[src/rtl/fb_port_arbiter.sv]
// Framebuffer RAM port arbiter: host (GPMC) priority, scanout anti-starvation, one-deep host holding register.
// Optional grant/defer statistics are compiled in when FB_ARB_STATS_EN is defined.
module fb_port_arbiter #(
    parameter int unsigned ADDR_WIDTH   = 16,
    parameter int unsigned DATA_WIDTH   = 16,
    parameter int unsigned STARVE_LIMIT = 8
) (
    input  logic                  gpmc_clk,
    input  logic                  rst,
    input  logic                  host_rd_en,
    input  logic                  host_wr_en,
    input  logic [ADDR_WIDTH-1:0] host_addr,
    input  logic [DATA_WIDTH-1:0] host_wdata,
    output logic [DATA_WIDTH-1:0] host_rdata,
    output logic                  host_rdata_valid,
    output logic                  host_overflow,
    input  logic                  scan_req,
    input  logic [ADDR_WIDTH-1:0] scan_addr,
    output logic                  scan_ack,
    output logic [DATA_WIDTH-1:0] scan_rdata,
    output logic                  scan_rdata_valid,
    output logic [ADDR_WIDTH-1:0] ram_addr,
    output logic [DATA_WIDTH-1:0] ram_wdata,
    output logic                  ram_we,
    output logic                  ram_re,
    input  logic [DATA_WIDTH-1:0] ram_rdata
`ifdef FB_ARB_STATS_EN
    ,
    input  logic                  stat_clr,
    output logic [15:0]           stat_host_grants,
    output logic [15:0]           stat_scan_grants,
    output logic [15:0]           stat_defers
`endif
);

    typedef enum logic [1:0] {GNT_IDLE, GNT_SCAN, GNT_HOLD, GNT_HOST} grant_e;

    localparam logic [7:0] LIMIT = 8'(STARVE_LIMIT);

    grant_e                grant;
    logic                  host_ev, scan_want, hold_load;
    logic                  hold_vld_q, hold_vld_d, hold_we_q, hold_we_d;
    logic [ADDR_WIDTH-1:0] hold_addr_q, hold_addr_d;
    logic [DATA_WIDTH-1:0] hold_data_q, hold_data_d;
    logic [7:0]            starve_q, starve_d;
    logic [ADDR_WIDTH-1:0] ram_addr_q, ram_addr_d;
    logic [DATA_WIDTH-1:0] ram_wdata_q, ram_wdata_d;
    logic                  ram_we_q, ram_we_d, ram_re_q, ram_re_d, tag_scan_q, tag_scan_d;
    logic                  rsp_vld_q, rsp_scan_q, ovf_q, ovf_d;
    logic [DATA_WIDTH-1:0] host_rdata_q, scan_rdata_q;
    logic                  host_vld_q, scan_vld_q;

    assign host_ev   = host_wr_en | host_rd_en;
    // The scan request is still high during its ack cycle; mask it so it is not issued twice.
    assign scan_want = scan_req & ~scan_ack;

    always_comb begin
        grant       = GNT_IDLE;
        ram_addr_d  = ram_addr_q;
        ram_wdata_d = ram_wdata_q;
        ram_we_d    = 1'b0;
        ram_re_d    = 1'b0;
        tag_scan_d  = 1'b0;
        hold_vld_d  = hold_vld_q;
        hold_we_d   = hold_we_q;
        hold_addr_d = hold_addr_q;
        hold_data_d = hold_data_q;
        hold_load   = 1'b0;
        ovf_d       = ovf_q;
        starve_d    = starve_q;

        if (scan_want && starve_q == LIMIT) grant = GNT_SCAN;
        else if (hold_vld_q)                grant = GNT_HOLD;
        else if (host_ev)                   grant = GNT_HOST;
        else if (scan_want)                 grant = GNT_SCAN;

        case (grant)
            GNT_SCAN: begin
                ram_addr_d = scan_addr;
                ram_re_d   = 1'b1;
                tag_scan_d = 1'b1;
            end
            GNT_HOLD: begin
                ram_addr_d  = hold_addr_q;
                ram_wdata_d = hold_data_q;
                ram_we_d    = hold_we_q;
                ram_re_d    = ~hold_we_q;
                hold_vld_d  = 1'b0;
            end
            GNT_HOST: begin
                ram_addr_d  = host_addr;
                ram_wdata_d = host_wdata;
                ram_we_d    = host_wr_en;
                ram_re_d    = ~host_wr_en;
            end
            default: ;
        endcase

        // A freshly granted holding entry frees the slot for this cycle's event.
        if (host_ev && grant != GNT_HOST) begin
            if (!hold_vld_q || grant == GNT_HOLD) begin
                hold_load   = 1'b1;
                hold_vld_d  = 1'b1;
                hold_we_d   = host_wr_en;
                hold_addr_d = host_addr;
                hold_data_d = host_wdata;
            end else begin
                ovf_d = 1'b1;
            end
        end

        if (!scan_want || grant == GNT_SCAN) starve_d = '0;
        else if (starve_q != LIMIT)          starve_d = starve_q + 8'd1;
    end

    always_ff @(posedge gpmc_clk) begin
        if (rst) begin
            hold_vld_q   <= 1'b0;
            hold_we_q    <= 1'b0;
            hold_addr_q  <= '0;
            hold_data_q  <= '0;
            starve_q     <= '0;
            ram_addr_q   <= '0;
            ram_wdata_q  <= '0;
            ram_we_q     <= 1'b0;
            ram_re_q     <= 1'b0;
            tag_scan_q   <= 1'b0;
            rsp_vld_q    <= 1'b0;
            rsp_scan_q   <= 1'b0;
            ovf_q        <= 1'b0;
            host_rdata_q <= '0;
            host_vld_q   <= 1'b0;
            scan_rdata_q <= '0;
            scan_vld_q   <= 1'b0;
        end else begin
            hold_vld_q   <= hold_vld_d;
            hold_we_q    <= hold_we_d;
            hold_addr_q  <= hold_addr_d;
            hold_data_q  <= hold_data_d;
            starve_q     <= starve_d;
            ram_addr_q   <= ram_addr_d;
            ram_wdata_q  <= ram_wdata_d;
            ram_we_q     <= ram_we_d;
            ram_re_q     <= ram_re_d;
            tag_scan_q   <= tag_scan_d;
            rsp_vld_q    <= ram_re_q;
            rsp_scan_q   <= tag_scan_q;
            ovf_q        <= ovf_d;
            host_vld_q   <= rsp_vld_q & ~rsp_scan_q;
            scan_vld_q   <= rsp_vld_q & rsp_scan_q;
            if (rsp_vld_q && !rsp_scan_q) host_rdata_q <= ram_rdata;
            if (rsp_vld_q && rsp_scan_q)  scan_rdata_q <= ram_rdata;
        end
    end

    assign ram_addr         = ram_addr_q;
    assign ram_wdata        = ram_wdata_q;
    assign ram_we           = ram_we_q;
    assign ram_re           = ram_re_q;
    assign scan_ack         = ram_re_q & tag_scan_q;
    assign host_rdata       = host_rdata_q;
    assign host_rdata_valid = host_vld_q;
    assign scan_rdata       = scan_rdata_q;
    assign scan_rdata_valid = scan_vld_q;
    assign host_overflow    = ovf_q;

`ifdef FB_ARB_STATS_EN
    logic [15:0] st_host_q, st_scan_q, st_def_q;

    always_ff @(posedge gpmc_clk) begin
        if (rst || stat_clr) begin
            st_host_q <= '0;
            st_scan_q <= '0;
            st_def_q  <= '0;
        end else begin
            if ((grant == GNT_HOST || grant == GNT_HOLD) && st_host_q != '1) st_host_q <= st_host_q + 16'd1;
            if (grant == GNT_SCAN && st_scan_q != '1) st_scan_q <= st_scan_q + 16'd1;
            if (hold_load && st_def_q != '1)          st_def_q  <= st_def_q + 16'd1;
        end
    end

    assign stat_host_grants = st_host_q;
    assign stat_scan_grants = st_scan_q;
    assign stat_defers      = st_def_q;
`endif

endmodule

[config.mk]
export PLATFORM = sky130hd
export DESIGN_NAME = fb_port_arbiter
export DESIGN_NICKNAME = d
export VERILOG_FILES = /design/src/rtl/fb_port_arbiter.sv
export SDC_FILE = /design/constraint.sdc
export NUM_CORES = 1
export LEC_CHECK = 0
export CAP_MARGIN = 20
export CORE_MARGIN = 4
export CORE_UTILIZATION = 45
export DETAILED_ROUTE_END_ITERATION = 10
export PLACE_DENSITY = 0.76
export SLEW_MARGIN = 25
export SYNTH_ARGS = -nofsm -noshare
export SYNTH_HDL_FRONTEND = slang
export SYNTH_SLANG_ARGS = --single-unit
[constraint.sdc]
create_clock -name gpmc_clk -period 6.2 [get_ports gpmc_clk]
set_input_delay 1.24 -clock gpmc_clk [delete_from_list [all_inputs] [get_ports gpmc_clk]]
set_output_delay 1.24 -clock gpmc_clk [all_outputs]
set_load 0.02 [all_outputs]
==> results.sh <==
export IMPL_status="complete, no violations"
export IMPL_cts_max_path_buffers=2
export IMPL_htreeDepth=4
export IMPL_drc=0
export IMPL_std_cell_rows=37
export IMPL_numCtsBuffers=17
export IMPL_core_um2=10400
export IMPL_tritoncts="yes"
export IMPL_die_w_um=112
export IMPL_worstHoldStart="ram_wdata[4]$_SDFFE_PP0N_"
export IMPL_syn_nets=600
export IMPL_cts_sinks=114
export IMPL_worstSetupEndpointType="register"
export IMPL_n_antenna_cell=0
export IMPL_period_minus_slack_ns=3.43
export IMPL_finalNetCount=722
export IMPL_synthToLayoutAreaGrowth_pct=41.0
export IMPL_clock_skew_ns=0.00764
export IMPL_slew_limit_headroom=0.322
export IMPL_gp_congestion=0.785
export IMPL_viasPerCell=5.31
export IMPL_post_cts_buffers=0
export IMPL_clk_pin_slew_ns=0.06
export IMPL_ant_nets=0
export IMPL_worstPathRequired_ns=6.56
export IMPL_drt_iter0_drc=235
export IMPL_startpoint_type="input pin"
export IMPL_period_share=0.553
export IMPL_antenna_found_initial=0
export IMPL_die_y_um=112
export IMPL_vdd_drop_max_uv=197
export IMPL_r2r_slack_ns=3.34
export IMPL_worstRegToRegCells=4
export IMPL_hpwl_um=8700
export IMPL_yosys_area_top_type="dfxtp_1"
export IMPL_worstSetupPathType="in2reg"
export IMPL_hold_path_class="reg2reg"
export IMPL_cp_arrival_ns=3.78
export IMPL_worst_path_max_fanout=34
export IMPL_io_pins=139
export IMPL_max_slew_worst_pin_slew_ns=1.02
export IMPL_ys_flop_type="dfxtp_1"
export IMPL_dr_pass1_iters=5
export IMPL_cts_root_buf="clkbuf_8"
export IMPL_synth_seq_area_share=0.472
export IMPL_yosys_cell_types_count=42
export IMPL_tns_ns=0
export IMPL_die_area_um2=12500
export IMPL_syn_area_per_cell_um2=9.14
export IMPL_power_density_nw_per_um2=278
export IMPL_crit_chain="clkdlybuf4s50_1, a21boi_0, a31oi_4, o21a_4, mux2i_1"
export IMPL_syn_cell_area_um2=4840
export IMPL_cap_violations=0
export IMPL_slew_violations=0
export IMPL_crit_family="compound AO/OA/AOI/OAI gates"
export IMPL_critPathMaxStageDelay_ns=0.68
export IMPL_initial_core_util=0.464
export IMPL_path_buf_inv=1
export IMPL_routed_wl_um=12500
export IMPL_cpMaxStageDelayCell="a21boi_0"
export IMPL_ctsHoldBuffers=0
export IMPL_grt_first_pass_wirelength_um=20600
export IMPL_grt_usage=0.200
export IMPL_hold_end="ram_wdata[4]$_SDFFE_PP0N_"
export IMPL_fin_total_pwr_mw=1.89
export IMPL_rsz0062_at_grt="no"
export IMPL_reg2reg_to="hold_addr_q[11]$_SDFFE_PP0P_"
export IMPL_hold_viol_final=0
export IMPL_overflow=0
export IMPL_routedWlPerCell_um=15.6
export IMPL_grt_pass1_vias=4187
export IMPL_r2r_start="hold_vld_q$_SDFF_PP0_"
export IMPL_fmax_mhz=292
export IMPL_synth_warnings=0
export IMPL_yosysTopAreaCellShare=0.472
export IMPL_synth_edff_count=0
export IMPL_grt_start_max_net_pins=81
export IMPL_ys_ff_latch=114
export IMPL_synth_cells=529
export IMPL_ctsResizeCount=0
export IMPL_clock_latency_ns=0.50
export IMPL_routed_via_count=4247
export IMPL_async_flop_share=0
export IMPL_finalSetupViolCount=0
export IMPL_fillers=830
export IMPL_layout_drive_gt1_share=0.0919
export IMPL_portBuffers=138
export IMPL_power_leakage_nw=2.38
export IMPL_netlist_top_cells_area="dfxtp_1 (47%), nand2b_1 (8.8%), mux2i_1 (6.8%)"
export IMPL_hold_depth=2
## worst min-delay path: stages, from the launching register on
cell	delay (ns)
dfxtp_1	0.31
nand2_1	0.05
a21oi_1	0.05
## Yosys cell counts, types with 2 or more instances
| cell | count |
|---|---|
| and3_1 | 2 |
| xor2_1 | 5 |
| a21oi_1 | 50 |
| nand2b_1 | 68 |
| ha_1 | 2 |
| a211oi_1 | 2 |
| nand3_1 | 5 |
| nor3b_1 | 2 |
| a211oi_2 | 14 |
| buf_12 | 3 |
| nor2b_1 | 3 |
| nand2_1 | 84 |
| clkbuf_1 | 27 |
| dfxtp_1 | 114 |
| nor2_1 | 29 |
| buf_1 | 3 |
| inv_1 | 2 |
| a31oi_1 | 3 |
| o21ai_0 | 2 |
| buf_6 | 3 |
| and2_1 | 2 |
| mux2i_1 | 33 |
| a22oi_1 | 33 |
| o21ai_1 | 8 |
| buf_2 | 3 |
| nor3_1 | 3 |
| o221ai_1 | 9 |
## layout by cell type, fill, tap and decap left out, types with 5 or more instances in the layout
cell type / count
mux2i_1: 33
clkdlybuf4s50_1: 137
o21ai_1: 8
xor2_1: 5
nand3_1: 5
a211oi_2: 14
nand2b_1: 68
o221ai_1: 9
dfxtp_1: 114
nor2_1: 29
nand2_1: 84
a21oi_1: 50
clkbuf_16: 16
a22oi_1: 33
## power breakdown
part / internal, mW / switching, mW / total [mW]
registers: 0.754 / 0.0120 / 0.766
logic: 0.104 / 0.0968 / 0.201
clock network: 0.574 / 0.352 / 0.926
total: 1.43 / 0.460 / 1.89
## worst max path at each step
stage	depth (start not counted)	slack [ns]	start	end
after detailed placement	5	2.08	scan_req	hold_addr_q[8]$_SDFFE_PP0P_
after global routing	5	2.63	scan_req	hold_addr_q[11]$_SDFFE_PP0P_
after global placement	5	2.16	scan_req	hold_addr_q[13]$_SDFFE_PP0P_
after floorplan	5	3.64	scan_req	ram_addr[9]$_SDFFE_PP0P_
final	5	2.77	scan_req	hold_addr_q[11]$_SDFFE_PP0P_
after CTS	5	2.54	scan_req	hold_addr_q[11]$_SDFFE_PP0P_
## logic make-up after synthesis
group	count (synthesis)	share of synthesized area
adder cells (fa/ha/maj)	2	0.00517
XOR/XNOR	6	0.0109
AO/OA/AOI/OAI	127	0.186
AND/OR/NAND/NOR	205	0.210
flip-flops	114	0.472
multiplexers	33	0.0683
buffers and inverters	42	0.0481
## sequential cells by signal (all words and copies together) (netlist names), 8 cells and up
name,count
hold_addr_q,16
hold_data_q,16
host_rdata,16
ram_addr,16
ram_wdata,16
scan_rdata,16
starve_q,8
## per-layer routing
metal  GRT usage  share of wire  vias to the layer above
li1            -              -                     2081
met1       0.239           0.42                     2009
met2       0.343           0.51                      133
met3      0.0516          0.049                       24
met4      0.0819          0.025                        0
met5           0              0                        -
## through the flow
stage / utilization / hold slack [ns] / std cells / worst slack [ns] / area [um^2]
global placement: 0.596 / 0.441 / 765 / 2.16 / 6200
detailed placement: 0.598 / 0.446 / 767 / 2.08 / 6230
CTS: 0.653 / 0.454 / 799 / 2.54 / 6800
global route: 0.655 / 0.471 / 800 / 2.63 / 6820
finish: 0.655 / 0.452 / 800 / 2.77 / 6820
floorplan: - / 0.449 / 529 / 3.64 / 4840
## final cells by class
class	count	area, um^2	area share
repair buffers	142	1420	0.208
well taps	136	170	0.0249
multi-input cells	373	2360	0.347
clock inverters	15	159	0.0233
flip-flops and latches	114	2280	0.335
inverters	3	11.3	0.00165
clock buffers	17	414	0.0607
Note: power is estimated with default switching activity, not from simulation.
